<file path="src/rtl/sobel_pkg.sv">
// Shared constants and bus payload types for the Sobel front-end pixel path.
package sobel_pkg;

  localparam int unsigned PIX_W   = 8;
  localparam int unsigned RGB_W   = 24;
  localparam int unsigned COORD_W = 12;
  localparam int unsigned PROD_W  = 16;
  localparam int unsigned SUM_W   = 17;

  localparam int unsigned LUMA_CR    = 77;
  localparam int unsigned LUMA_CG    = 150;
  localparam int unsigned LUMA_CB    = 29;
  localparam int unsigned LUMA_ROUND = 128;

  typedef struct packed {
    logic             sof;
    logic             eol;
    logic [PIX_W-1:0] y;
  } gray_beat_t;

endpackage

</file>
<file path="src/rtl/rgb2gray_obuf.sv">
// Circular output buffer: push at tail, head always visible on dout, pop on handshake.
module rgb2gray_obuf #(
  parameter int unsigned DEPTH = 4,
  parameter int unsigned W     = 10
) (
  input  logic                       clk,
  input  logic                       rst_n,
  input  logic                       push,
  input  logic [W-1:0]               din,
  input  logic                       pop,
  output logic [W-1:0]               dout,
  output logic [$clog2(DEPTH):0]     count
);

  localparam int unsigned AW = $clog2(DEPTH);
  localparam int unsigned CW = AW + 1;

  logic [W-1:0]  mem [DEPTH];
  logic [AW-1:0] wr_ptr;
  logic [AW-1:0] rd_ptr;

  // Storage is reset so the head reads as zero after reset.
  always_ff @(posedge clk or negedge rst_n) begin
    if (!rst_n) begin
      for (int i = 0; i < int'(DEPTH); i++) mem[i] <= '0;
    end else if (push) begin
      mem[wr_ptr] <= din;
    end
  end

  always_ff @(posedge clk or negedge rst_n) begin
    if (!rst_n) begin
      wr_ptr <= '0;
      rd_ptr <= '0;
      count  <= '0;
    end else begin
      if (push) wr_ptr <= wr_ptr + AW'(1);
      if (pop)  rd_ptr <= rd_ptr + AW'(1);
      case ({push, pop})
        2'b10:   count <= count + CW'(1);
        2'b01:   count <= count - CW'(1);
        default: count <= count;
      endcase
    end
  end

  assign dout = mem[rd_ptr];

  // Credit accounting upstream must make these impossible.
  assert property (@(posedge clk) disable iff (!rst_n) !(push && !pop && count == CW'(DEPTH)));
  assert property (@(posedge clk) disable iff (!rst_n) !(pop && count == '0));

endmodule

</file>
<file path="src/rtl/rgb2gray_stream.sv">
// RGB-to-luma stage: credit-paced FIFO reads, 2-stage arithmetic, buffered valid/ready output.
module rgb2gray_stream
  import sobel_pkg::*;
#(
  parameter int unsigned IMG_W      = 640,
  parameter int unsigned IMG_H      = 480,
  parameter int unsigned OBUF_DEPTH = 4
) (
  input  logic             clk,
  input  logic             rst_n,
  input  logic             fifo_not_empty,
  output logic             fifo_ren,
  input  logic [RGB_W-1:0] fifo_din,
  input  logic             gray_i_ready,
  output logic             gray_o_valid,
  output logic [PIX_W-1:0] gray_dout,
  output logic             gray_sof,
  output logic             gray_eol
);

  localparam int unsigned CRD_W  = $clog2(OBUF_DEPTH) + 1;
  localparam int unsigned BEAT_W = $bits(gray_beat_t);

  logic [CRD_W-1:0]   credit;
  logic               rd_en;
  logic               ren_d;
  logic               prod_v;
  logic [PROD_W-1:0]  prod_r;
  logic [PROD_W-1:0]  prod_g;
  logic [PROD_W-1:0]  prod_b;
  logic [SUM_W-1:0]   sum_c;
  logic [COORD_W-1:0] x;
  logic [COORD_W-1:0] y;
  logic               take_c;
  gray_beat_t         wr_beat_c;
  gray_beat_t         rd_beat;
  logic [CRD_W-1:0]   ocount;

  // Reads are held off for one cycle after reset release.
  always_ff @(posedge clk or negedge rst_n) begin
    if (!rst_n) rd_en <= 1'b0;
    else        rd_en <= 1'b1;
  end

  assign fifo_ren = rd_en && fifo_not_empty && (credit < CRD_W'(OBUF_DEPTH));
  assign take_c   = gray_o_valid && gray_i_ready;

  // Credits cover every pixel between the FIFO read and the output handshake.
  always_ff @(posedge clk or negedge rst_n) begin
    if (!rst_n) begin
      credit <= '0;
    end else begin
      case ({fifo_ren, take_c})
        2'b10:   credit <= credit + CRD_W'(1);
        2'b01:   credit <= credit - CRD_W'(1);
        default: credit <= credit;
      endcase
    end
  end

  always_ff @(posedge clk or negedge rst_n) begin
    if (!rst_n) begin
      ren_d  <= 1'b0;
      prod_v <= 1'b0;
      prod_r <= '0;
      prod_g <= '0;
      prod_b <= '0;
    end else begin
      ren_d  <= fifo_ren;
      prod_v <= ren_d;
      if (ren_d) begin
        prod_r <= PROD_W'(LUMA_CR * fifo_din[23:16]);
        prod_g <= PROD_W'(LUMA_CG * fifo_din[15:8]);
        prod_b <= PROD_W'(LUMA_CB * fifo_din[7:0]);
      end
    end
  end

  // Peak sum is 65408, so bits [15:8] never need saturation.
  always_comb begin
    sum_c         = SUM_W'(prod_r) + SUM_W'(prod_g) + SUM_W'(prod_b) + SUM_W'(LUMA_ROUND);
    wr_beat_c.sof = (x == '0) && (y == '0);
    wr_beat_c.eol = (x == COORD_W'(IMG_W - 1));
    wr_beat_c.y   = PIX_W'(sum_c >> 8);
  end

  always_ff @(posedge clk or negedge rst_n) begin
    if (!rst_n) begin
      x <= '0;
      y <= '0;
    end else if (prod_v) begin
      if (x == COORD_W'(IMG_W - 1)) begin
        x <= '0;
        y <= (y == COORD_W'(IMG_H - 1)) ? '0 : y + COORD_W'(1);
      end else begin
        x <= x + COORD_W'(1);
      end
    end
  end

  rgb2gray_obuf #(
    .DEPTH (OBUF_DEPTH),
    .W     (BEAT_W)
  ) u_obuf (
    .clk   (clk),
    .rst_n (rst_n),
    .push  (prod_v),
    .din   (wr_beat_c),
    .pop   (take_c),
    .dout  (rd_beat),
    .count (ocount)
  );

  assign gray_o_valid = (ocount != '0);
  assign gray_dout    = rd_beat.y;
  assign gray_sof     = rd_beat.sof;
  assign gray_eol     = rd_beat.eol;

endmodule

</file>
<file path="config.mk">
export PLATFORM = sky130hd
export DESIGN_NAME = rgb2gray_stream
export DESIGN_NICKNAME = d
export VERILOG_FILES = /design/src/rtl/sobel_pkg.sv /design/src/rtl/rgb2gray_obuf.sv /design/src/rtl/rgb2gray_stream.sv
export SDC_FILE = /design/constraint.sdc
export NUM_CORES = 1
export LEC_CHECK = 0
export BUFFER_PORTS_ARGS = -buffer_cell sky130_fd_sc_hd__buf_2
export CAP_MARGIN = 5
export CORE_ASPECT_RATIO = 0.9
export CORE_MARGIN = 5
export CORE_UTILIZATION = 40
export CTS_CLUSTER_SIZE = 14
export DETAILED_ROUTE_END_ITERATION = 8
export GPL_ROUTABILITY_DRIVEN = 0
export PLACE_DENSITY = 0.66
export SETUP_SLACK_MARGIN = 0.1
export SLEW_MARGIN = 20
export SYNTH_ARGS = -nofsm -noshare
export SYNTH_HDL_FRONTEND = slang
export SYNTH_SLANG_ARGS = --single-unit
</file>
<file path="constraint.sdc">
create_clock -name clk -period 3.4 [get_ports clk]
set_input_delay 0.68 -clock clk [delete_from_list [all_inputs] [get_ports clk]]
set_output_delay 0.68 -clock clk [all_outputs]
set_load 0.1 [all_outputs]
</file>
==> impl_results.md <==
* Status: finished, final reports clean
* Post-Syn Area per Cell at approximately 10 um^2
* Crit path max-delay family: adder cells
* Cell Area, Placed at 10,400 um^2
* Clock Path Buffers at 2
* Slew headroom at 0.494
* Starting Density at 0.408
* Fillers at about 2,100
* Congestion Overflow GR at 0
* Num rows at 52
* Setup_tns at 0 ns
* Final worst-path cycle share at 0.976
* WL/cell at about 14 um
* Vias per inst at ~5.1
* Clock Skew at a little over 0.009 ns
* R2r setup slk at between 0.2 and 0.3 ns
* Syn Inst Count at 919
* Register bit total from synthesis at 120
* Initial antenna violation count at 0
* Max-slew violations at 0
* Register Area at ~3000 um^2
* Hold_buf cts at 0
* Routed Antenna Nets at 0
* Die H at 154 um
* Commonest non-fill, non-tap cells in the layout: ha_1, dfrtp_1, inv_1
* Cell area after layout at 11,200 um^2
* Worst setup path category: input pin to register
* Worst Tran Pin Value at between 0.7 and 0.8 ns
* Input/output buffers at 39
* Vias in the first global route at 6,997
* Layout net count at 1,227
* Detailed-router iteration count before antenna repair at 4
* Nature of the critical path endpoint: register
* Number of DRC markers in iteration 0 at around 380
* Setup Viol. Count Final at 0
* CP Buf/Inv Count at 3
* DP Wirelength at 14.4 mm
* Crit-path slowest cell: fa_1
* Startpoint class of the critical path: input pin
* CTS Sinks at 120
* Fmax at 301 MHz
* Clock slew at reported path FFs at 0.06 ns
* Post-Synth XOR/XNOR Area at 0.0408
* Total track usage at 0.155
* Largest family of logic cells by synthesized area: adder cells
* WP data arrival at 3.64 ns
* Mux cell area share after synthesis at 0.0607
* Clock Latency Late Sink at 0.42 ns
* # IOs at 40
* DR DRC count at 0
* DIE AREA at 26,200 um^2
* Max Cap Violations at 0
* Worst Path Required at 3.72 ns
* Synth Warn # at 0
* Part of the Yosys area used for sequential elements at 0.325
* Hold Violations, Final at 0
* Simple-gate share of the synthesized area at 0.124
* Final wirelength at 19.2 mm
* RSZ-0062 raised after global routing: true
* Ys flop type: dfrtp_1
* CTS Root Cell: clkbuf_16
* Layout cells sized above 1 at 0.221
* Tmin final at between 3 and 4 ns
* Post-Syn Area at 9240 um^2
* Post-synth EDFFs at 0
* Synth Net Count at 1,122
* Core Area at 22,600 um^2
* N_diodes at 0
* Met1 usage at 0.216
* Met2 usage at 0.245
* Adder-Cell Fraction of Synth Area at 0.270
* Num CTS Buffers at 17
* Largest net degree at the start of global routing at 121
* R2R Path Start: prod_r[11]
* Distinct cells, synth at 66
* Synth Area in Compound Gates at 0.121
* RR Endpoint: u_obuf.mem[36]
* WHS at about 0.33 ns
* Hold WC Path Type: input pin to asynchronous set/reset pin
* Critical-path cell list: buf_8 -> ha_4 -> ha_4 -> inv_2 -> fa_1 -> inv_1 -> fa_1 -> ha_2 -> or3_4 -> o221a_4 -> o21ai_2 -> or3b_1 -> o311ai_2
* Die W at between 150 and 200 um
* Asr flop ratio synth at 1.00
* Reg2Reg Depth at 11
* H-tree depth at 4
* Multi-input gate area at just under 6000 um^2
* Vias post-DR at 6,852
* Most used routing layer: met2
* Area grow syn2layout at 21.5%
* Global-route met3 utilization at 0.0354
* Wire length of the first global-routing pass at around 34 mm
* Largest stage delay, worst path at 0.47 ns
* CTS tree: done
* Maximum fanout along the worst path at 2
[stage by stage]
stage	instances	utilization	setup WS [ns]
final	1333	0.495	0.0829
after global routing	1333	0.495	0.0170
after CTS	1329	0.488	0.0592
after detailed placement	1297	0.458	-0.487
after global placement	1297	0.458	-0.418
after floorplan	919	-	-0.220
[registers in the layout, summed over array words and instances, names as in the netlist]
signal	cells
credit	3
prod_r	15
u_obuf.rd_ptr	2
prod_g	15
x	12
u_obuf.wr_ptr	2
prod_b	13
u_obuf.count	3
prod_v	1
ren_d	1
y	12
rd_en	1
u_obuf.mem	40
[cell families after synthesis]
group	count (synthesis)
AND/OR/NAND/NOR	223
other	1
XOR/XNOR	43
flip-flops	120
buffers and inverters	144
adder cells (fa/ha/maj)	175
multiplexers	41
AO/OA/AOI/OAI	172
[cells in the mapped netlist (2+ instances only)]
master | n | area [um^2]
a21o_1 | 16 | 120
nor3_1 | 11 | 55.1
or3_1 | 14 | 87.6
o2111ai_1 | 2 | 17.5
nand2b_1 | 6 | 37.5
a21oi_1 | 36 | 180
nand3_1 | 23 | 115
o21ai_0 | 51 | 255
xor2_1 | 20 | 175
buf_1 | 4 | 15.0
o31ai_1 | 7 | 52.6
nand4b_1 | 4 | 35.0
o211ai_1 | 5 | 37.5
o21ai_1 | 7 | 35.0
xnor2_1 | 23 | 201
mux2_2 | 20 | 225
inv_1 | 117 | 439
nand4_1 | 20 | 125
a31oi_1 | 3 | 18.8
o21bai_1 | 4 | 30.0
mux2i_1 | 11 | 110
mux4_2 | 10 | 225
fa_1 | 40 | 801
nor2_1 | 27 | 101
or2_2 | 2 | 12.5
nand2_1 | 80 | 300
dfrtp_1 | 120 | 3000
clkbuf_1 | 19 | 71.3
nor4_1 | 2 | 12.5
buf_2 | 4 | 20.0
or4_1 | 2 | 15.0
nor2b_1 | 4 | 25.0
and3_1 | 8 | 50.1
nor3b_1 | 2 | 15.0
o221ai_1 | 2 | 17.5
and2_1 | 5 | 31.3
ha_1 | 135 | 1690
nand3b_1 | 4 | 30.0
and4_1 | 3 | 26.3
o311ai_0 | 4 | 35.0
a211oi_1 | 5 | 37.5
a211o_1 | 10 | 87.6
o21a_1 | 4 | 30.0
[layer usage]
layer	vias to the layer above	part of all wire
met3	23	0.039
li1	3432	-
met1	3301	0.47
met4	0	0.012
met5	-	0
met2	96	0.47
[cell type report]
type / count / area share
Clock inverter: 9 / 0.0145
Multi-Input combinational cell: 655 / 0.529
Tap cell: 297 / 0.0331
Timing Repair Buffer: 113 / 0.0724
Inverter: 117 / 0.0395
Sequential cell: 120 / 0.268
Clock buffer: 22 / 0.0441
[worst max path at each step]
stage                       startpoint         end  slack (ns)  cells after the start
after floorplan           fifo_din[12]  prod_g[14]       -0.22                     12
after global placement    fifo_din[12]  prod_g[14]       -0.42                     13
after detailed placement  fifo_din[12]  prod_g[14]       -0.49                     13
after CTS                 fifo_din[14]  prod_g[14]        0.06                     13
after global routing      fifo_din[12]  prod_g[12]        0.02                     14
final                     fifo_din[12]  prod_g[14]        0.08                     13
[what timing repair did]
action	CTS	global route
pin swaps	7	25
setup buffers	1	4
endpoints found under the setup margin	3	19
resized for setup	4	35
Power is not shown: default switching activity piles up to over one toggle a cycle in this logic, so the estimate is an artifact.
